--- config.mk ---
export PLATFORM = sky130hd
export DESIGN_NAME = imm_gen_stage
export DESIGN_NICKNAME = d
export VERILOG_FILES = /design/src/rtl/imm_gen_stage.sv
export SDC_FILE = /design/constraint.sdc
export NUM_CORES = 1
export LEC_CHECK = 0
export ABC_AREA = 0
export CORE_ASPECT_RATIO = 2
export CORE_MARGIN = 3
export CORE_UTILIZATION = 50
export CTS_CLUSTER_DIAMETER = 50
export DETAILED_ROUTE_END_ITERATION = 10
export PLACE_DENSITY = 0.78
export SETUP_SLACK_MARGIN = 0.15
export SKIP_LAST_GASP = 1
export SLEW_MARGIN = 20
export SYNTH_ARGS = -nofsm -noshare
export SYNTH_HDL_FRONTEND = slang
export SYNTH_SLANG_ARGS = --single-unit
export TNS_END_PERCENT = 20
--- constraint.sdc ---
create_clock -name clk -period 3.05 [get_ports clk]
set_input_delay 0.61 -clock clk [delete_from_list [all_inputs] [get_ports clk]]
set_output_delay 0.61 -clock clk [all_outputs]
set_load 0.1 [all_outputs]
--- src/rtl/imm_gen_stage.sv ---
// Immediate-generation pipeline stage: decodes the RV32I immediate, computes Pc + Immediate,
// and registers the result behind a valid/ready handshake with an optional two-entry skid buffer.
module imm_gen_stage #(
  parameter int XLEN = 32,
  parameter int SKID = 1
) (
  input  logic            clk,
  input  logic            rst_n,
  input  logic            in_valid,
  output logic            in_ready,
  input  logic [31:0]     Instruction,
  input  logic [XLEN-1:0] Pc,
  input  logic [2:0]      ImmSel,
  input  logic            flush,
  output logic            out_valid,
  input  logic            out_ready,
  output logic [XLEN-1:0] Immediate,
  output logic [XLEN-1:0] Target,
  output logic [XLEN-1:0] out_pc
);

  logic [31:0]     imm32;
  logic            sext;
  logic [XLEN-1:0] imm_dec;
  logic [XLEN-1:0] tgt_dec;

  logic            skid_valid;
  logic [XLEN-1:0] skid_imm;
  logic [XLEN-1:0] skid_tgt;
  logic [XLEN-1:0] skid_pc;

  logic            out_free;
  logic            accept;
  logic            load_out;
  logic            load_skid;

  // Opcode bits play no part in immediate extraction.
  wire unused_bits = &{1'b0, Instruction[6:0]};

  // imm32 is already sign-extended to 32 bits; sext widens it further when XLEN=64.
  always_comb begin
    imm32 = '0;
    sext  = 1'b0;
    case (ImmSel)
      3'b000: begin
        imm32 = {{20{Instruction[31]}}, Instruction[31:20]};
        sext  = 1'b1;
      end
      3'b001: begin
        imm32 = {{20{Instruction[31]}}, Instruction[31:25], Instruction[11:7]};
        sext  = 1'b1;
      end
      3'b010: begin
        imm32 = {{19{Instruction[31]}}, Instruction[31], Instruction[7],
                 Instruction[30:25], Instruction[11:8], 1'b0};
        sext  = 1'b1;
      end
      3'b011: begin
        imm32 = {{11{Instruction[31]}}, Instruction[31], Instruction[19:12],
                 Instruction[20], Instruction[30:21], 1'b0};
        sext  = 1'b1;
      end
      3'b100: begin
        imm32 = {Instruction[31:12], 12'b0};
        sext  = 1'b1;
      end
      3'b101: imm32 = (XLEN == 64) ? {26'b0, Instruction[25:20]} : {27'b0, Instruction[24:20]};
      3'b110: imm32 = {27'b0, Instruction[19:15]};
      default: imm32 = '0;
    endcase

    imm_dec = XLEN'(imm32);
    if (sext && imm32[31]) imm_dec = imm_dec | ~XLEN'(32'hFFFF_FFFF);
  end

  assign tgt_dec = Pc + imm_dec;

  assign out_free  = ~out_valid | out_ready;
  assign accept    = in_valid & in_ready & ~flush;
  assign load_out  = ~flush & out_free & (skid_valid | accept);
  assign load_skid = ~flush & ~out_free & accept;

  always_ff @(posedge clk or negedge rst_n) begin
    if (!rst_n) begin
      out_valid <= 1'b0;
    end else if (flush) begin
      out_valid <= 1'b0;
    end else if (out_free) begin
      out_valid <= skid_valid | accept;
    end
  end

  // A parked skid entry always wins the out register so order stays FIFO.
  always_ff @(posedge clk or negedge rst_n) begin
    if (!rst_n) begin
      Immediate <= '0;
      Target    <= '0;
      out_pc    <= '0;
    end else if (load_out) begin
      if (skid_valid) begin
        Immediate <= skid_imm;
        Target    <= skid_tgt;
        out_pc    <= skid_pc;
      end else begin
        Immediate <= imm_dec;
        Target    <= tgt_dec;
        out_pc    <= Pc;
      end
    end
  end

  if (SKID != 0) begin : g_skid
    always_ff @(posedge clk or negedge rst_n) begin
      if (!rst_n) begin
        skid_valid <= 1'b0;
      end else if (flush || out_free) begin
        skid_valid <= 1'b0;
      end else if (accept) begin
        skid_valid <= 1'b1;
      end
    end

    always_ff @(posedge clk or negedge rst_n) begin
      if (!rst_n) begin
        skid_imm <= '0;
        skid_tgt <= '0;
        skid_pc  <= '0;
      end else if (load_skid) begin
        skid_imm <= imm_dec;
        skid_tgt <= tgt_dec;
        skid_pc  <= Pc;
      end
    end

    assign in_ready = ~skid_valid;
  end else begin : g_noskid
    assign skid_valid = 1'b0;
    assign skid_imm   = '0;
    assign skid_tgt   = '0;
    assign skid_pc    = '0;
    assign in_ready   = out_free;
  end

endmodule

## After elaboration in Yosys (flattened, before gate mapping)

Index checks and enable logic that the tools add are counted.

| word-level totals | value |
|---|---|
| register bits | 194 |
| bits of input ports | 72 |
| output and inout port bits | 98 |
| word-level logic and storage cells | 39 |

| cells by class | value |
|---|---|
| add/subtract/negate cells | 1 |
| eq/ne operators | 6 |
| multiplexer cells | 8 |
| bitwise logic cells | 12 |
| reduce and logical (&&, ||, !) cells | 4 |

Operator list:

| kind | count |
|---|---|
| 32-bit case mux with 7 select lines | 1 |
| 32-bit two-way mux | 3 |
| 32-bit adder | 1 |
| 3-bit == test (second input constant) | 3 |
| 1-bit bitwise AND | 6 |
| 3-bit by 2-bit == test with 1-bit output (second input constant) | 2 |
| 1-bit two-way mux | 4 |
| 1-bit NOT | 4 |
| 2-bit nonzero test | 2 |
| 3-bit by 1-bit == test with 1-bit output (second input constant) | 1 |
| 3-bit logical NOT | 1 |
| 1-bit bitwise OR | 2 |
| 1-bit logical OR | 1 |

## Logic depth before layout (Yosys ltp)

| depth | value |
|---|---|
| depth after elaboration | 6 |
| mapped depth | 18 |
| mapped depth without buffers | 17 |

## Worst setup path before layout

OpenSTA, ideal clock, no wires.

| path | value |
|---|---|
| path kind | in2reg |
| from | in ImmSel[0] |
| to | reg Target[31] |
| library setup time | 0.124 ns |
| data arrival time | 3.793 ns |
| required time | 2.926 ns |
| path slack | -0.867 ns |
| cell stages on the path | 18 |
| path buffers | 2 |
| path through | buf_2 nor2b_1 or2_2 clkbuf_1 mux2i_1 nor2_1 a21oi_1 inv_1 ha_1 a21o_1 nand4_1 a311oi_1 o21bai_1 a21oi_2 a41o_1 a31oi_4 mux2i_1 a211o_1 |

| on the way | value |
|---|---|
| cells in the longest elaborated chain, start to end | 4 |
| elaborated cells between the ends (all ways) | 10 |
| those cells by class | 1 x add/sub; 6 x eq/ne; 2 x mux; 1 x reduce/logical |

Ends and longest elaborated chain:

| item | line | source |
|---|---|---|
| from (decl) | 13 | `input logic [2:0] ImmSel,` |
| 3-bit == test, or another cell as far along | 44 | `case (ImmSel)` |
| 32-bit case mux with 7 select lines (*) | 44 |  |
| net imm32[1] | 22 | `logic [31:0] imm32;` |
| 32-bit adder (*) | 76 | `assign tgt_dec = Pc + imm_dec;` |
| 32-bit two-way mux (*) | 100 | `if (skid_valid) begin` |
| to (signal assigned) | 102 | `Target <= skid_tgt;` |
| to (signal assigned) | 106 | `Target <= tgt_dec;` |
| to (decl) | 18 | `output logic [XLEN-1:0] Target,` |

Mark *: on every way through the listed nets, which the timed path passes. The rest lies on a longest branch.
A chain may end at the register's enable or synchronous reset.

## Worst setup path in the final report

| path | value |
|---|---|
| from | in ImmSel[1] |
| to | reg Target[31] |

The elaborated chain is that of the path after synthesis.

==> impl_metrics.csv <==
group,metric,value,unit
cells_and_area,nets,1510,
worst_setup_path,path_cells,"buf_6 > nor2b_4 > or2_4 > buf_4 > mux2i_1 > o21ai_0 > buf_4 > ha_2 > nand4_1 > a311oi_2 > o21bai_1 > a21oi_2 > a41o_1 > a31oi_4 > mux2i_1 > a211o_1",
floorplan,io_pins,170,
sta,fin_crit,3370,ps
worst_setup_path,ff2ff_setup_slack,1040,ps
floorplan,core_area,19900,um2
place,place_congestion,0.937,
clock_network,cts_buffers,17,
floorplan,dieWidth,107,um
worst_setup_path,slowest_delay,390,ps
synth,netlist_top_cells_area,"dfrtp_1 (48%), o21ai_0 (7.6%), nand2_1 (6.4%)",
sta,maxSlewHeadroom,37.3,%
floorplan,rows,73,
grt,first_global_vias,9338,
route,routed_wirelength,30600,um
worst_setup_path,crit_fanout,4,
sta,setup_viol,29,
floorplan,initial_core_util,51.0,%
cells_and_area,final_common_cell,"buf_4",
sta,fmax,297,MHz
grt,grt_max_degree,83,
synth,syn_inst,1103,
floorplan,die_height,208,um
sta,rsz0062_at_grt,"true",
sta,hold_violations,0,
worst_setup_path,crit_family,"compound AO/OA/AOI/OAI gates",
floorplan,dieArea,22200,um2
clock_network,clk_pin_slew,70,ps
synth,synth_cell_type_count,53,
worst_setup_path,cp_num_buf_inv,3,
outcome,violations,"setup timing",
route,ant_nets,0,
outcome,status,"finished, violations left",
route,route.detailed.drc,0,
sta,worst_slack,-320,ps
synth,syn_nets,1207,
sta,whs,159,ps
grt,track_usage,27.7,%
worst_setup_path,end_kind,"register",
grt,grt_overflow_total,0,
pwr,power.total,9.91,mW
place,io_buffers,162,
clock_network,cts_tree,"built",
worst_setup_path,path_class,"in2reg",
clock_network,clk_latency,450,ps
clock_network,clock_path_buffers,2,
pwr,p_per_area,702,nW/um2
sta,finalMaxSlewViolations,0,
sta,finalClockSkew,7.64,ps
worst_setup_path,crit_path_top_delay_cell,"a311oi_2",
pwr,ir_drop,0.000450,V
route,vias,9235,
grt,grt_pass1_wl,47900,um
synth,synth_area,10200,um2
worst_setup_path,required,3390,ps
cells_and_area,antennaDiodeCount,0,
cells_and_area,final_cell_mix,"buf_4 (280), dfrtp_1 (193), nand2_1 (172)",
route,wl_per_cell,18.2,um
clock_network,clockRootBuffer,"clkbuf_16",
sta,tightest_slew,940,ps
cells_and_area,syn_to_final_growth,39.2,%
synth,yosys_register_bits,194,
synth,ys.flop_type,"dfrtp_1",
grt,antenna_found_initial,0,
synth,syn_area_per_cell,9.20,um2
synth,yosys_warnings,0,
route,dr.first_iter.drc_count,362,
clock_network,cts.htree.levels,4,
worst_setup_path,critical_path_arrival,3710,ps
pwr,leakagePower,6.86,nW
worst_setup_path,r2r_cells,7,
worst_hold_path,hold_class,"in2async",
worst_setup_path,r2r-end,"Target[25]",
synth,synth_top_area_share,47.8,%
synth,yosysSeqAreaShare,47.8,%
cells_and_area,drive_above_1_share,30.7,%
job,maxCapViolations,0,
synth,synth_top_area_cell,"dfrtp_1",
route,drt_first_pass_iters,5,
place,dp_hpwl,22000,um
clock_network,clock_sinks,194,
worst_setup_path,cp-start-kind,"primary input",
sta,min_period_over_period,111,%
synth,async_reset_ff_share,100,%
route,vias_per_cell,5.49,
synth,synth-edff-count,0,
worst_setup_path,timing.rr.start,"skid_valid",
==> sequential cells by signal, summed over array words and instances (netlist names) <==
name and cells:
skid_pc 32, skid_valid 1, out_valid 1, out_pc 32, skid_tgt 32, Immediate 32
skid_imm 32, Target 32
==> how the worst max path moves through the flow <==
| stage | from | to | slack, ps | depth (start not counted) |
|---|---|---|---|---|
| 2_1_floorplan | ImmSel[0] | Target[31] | -450 | 18 |
| 3_3_place_gp | ImmSel[0] | Target[28] | -1040 | 17 |
| 3_5_place_dp | ImmSel[1] | Target[29] | -1100 | 18 |
| 4_1_cts | ImmSel[0] | Target[29] | -180 | 17 |
| 5_1_grt | ImmSel[1] | Target[17] | -460 | 18 |
| 6_report | ImmSel[1] | Target[31] | -320 | 16 |
==> stage by stage <==
| stage | instances | cell area [um2] | TNS [ps] | setup slack (ps) | utilization, % |
|---|---|---|---|---|---|
| 5_1_grt | 1681 | 14100 | -9750 | -461 | 71.0 |
| 2_1_floorplan | 1103 | 10200 | -8220 | -451 | - |
| 6_report | 1681 | 14100 | -4470 | -320 | 71.0 |
| 3_5_place_dp | 1625 | 13000 | -47540 | -1100 | 65.4 |
| 3_3_place_gp | 1625 | 13000 | -44310 | -1040 | 65.4 |
| 4_1_cts | 1668 | 13800 | -2260 | -184 | 69.3 |
==> logic make-up after synthesis <==
kind of cell | share of synthesized area [%]
compound gates | 19.1
simple gates | 13.0
flops | 47.8
buf+inv | 4.06
mux | 9.48
fa+ha+maj | 4.02
xor+xnor | 2.50
==> what timing repair did <==
item,4_1_cts,5_1_grt
gates resized for setup,48,49
cloned,1,0
pin swaps,28,34
buffers inserted,10,13
endpoints found under the setup margin,57,52
hold buffers,0,0
hold endpoints to repair,0,0
==> synth_stat cells (all sizes together), types with 5 or more instances <==
cell and count:
dfrtp 194, nand2 174, o21ai 157, a21oi 106, nor2 69, clkbuf 66, mux2i 50, mux2 41
inv 35, ha 31, xor2 17, a21o 12, nand2b 12, nand3 12, xnor2 12, and3 11
a31oi 9, nor2b 9, nor3 9, o21a 9, buf 8, o22a 7, and2 5, o31ai 5
==> power breakdown <==
group          internal, mW  switching (mW)
clock network          1.26            1.07
registers              3.14           0.324
logic                  1.24            2.88
==> metal layers <==
metal  up-vias  GRT usage [%]  part of all wire (%)
li1       4422              -                     -
met1      4484           30.7                    36
met2       247           49.6                    55
met3        82           4.20                   3.3
met4         0           15.6                   5.8
met5         -              0                     0
==> cell type report <==
type / instances / area [um2]
tap: 262 / 328
inverter: 35 / 131
clock buffer: 18 / 439
timing repair buffer: 358 / 2950
fill: 1547 / 5780
multi-input combinational: 800 / 5250
clock inverter: 14 / 174
sequential: 194 / 4860
Note: power is estimated with default switching activity, not from simulation.
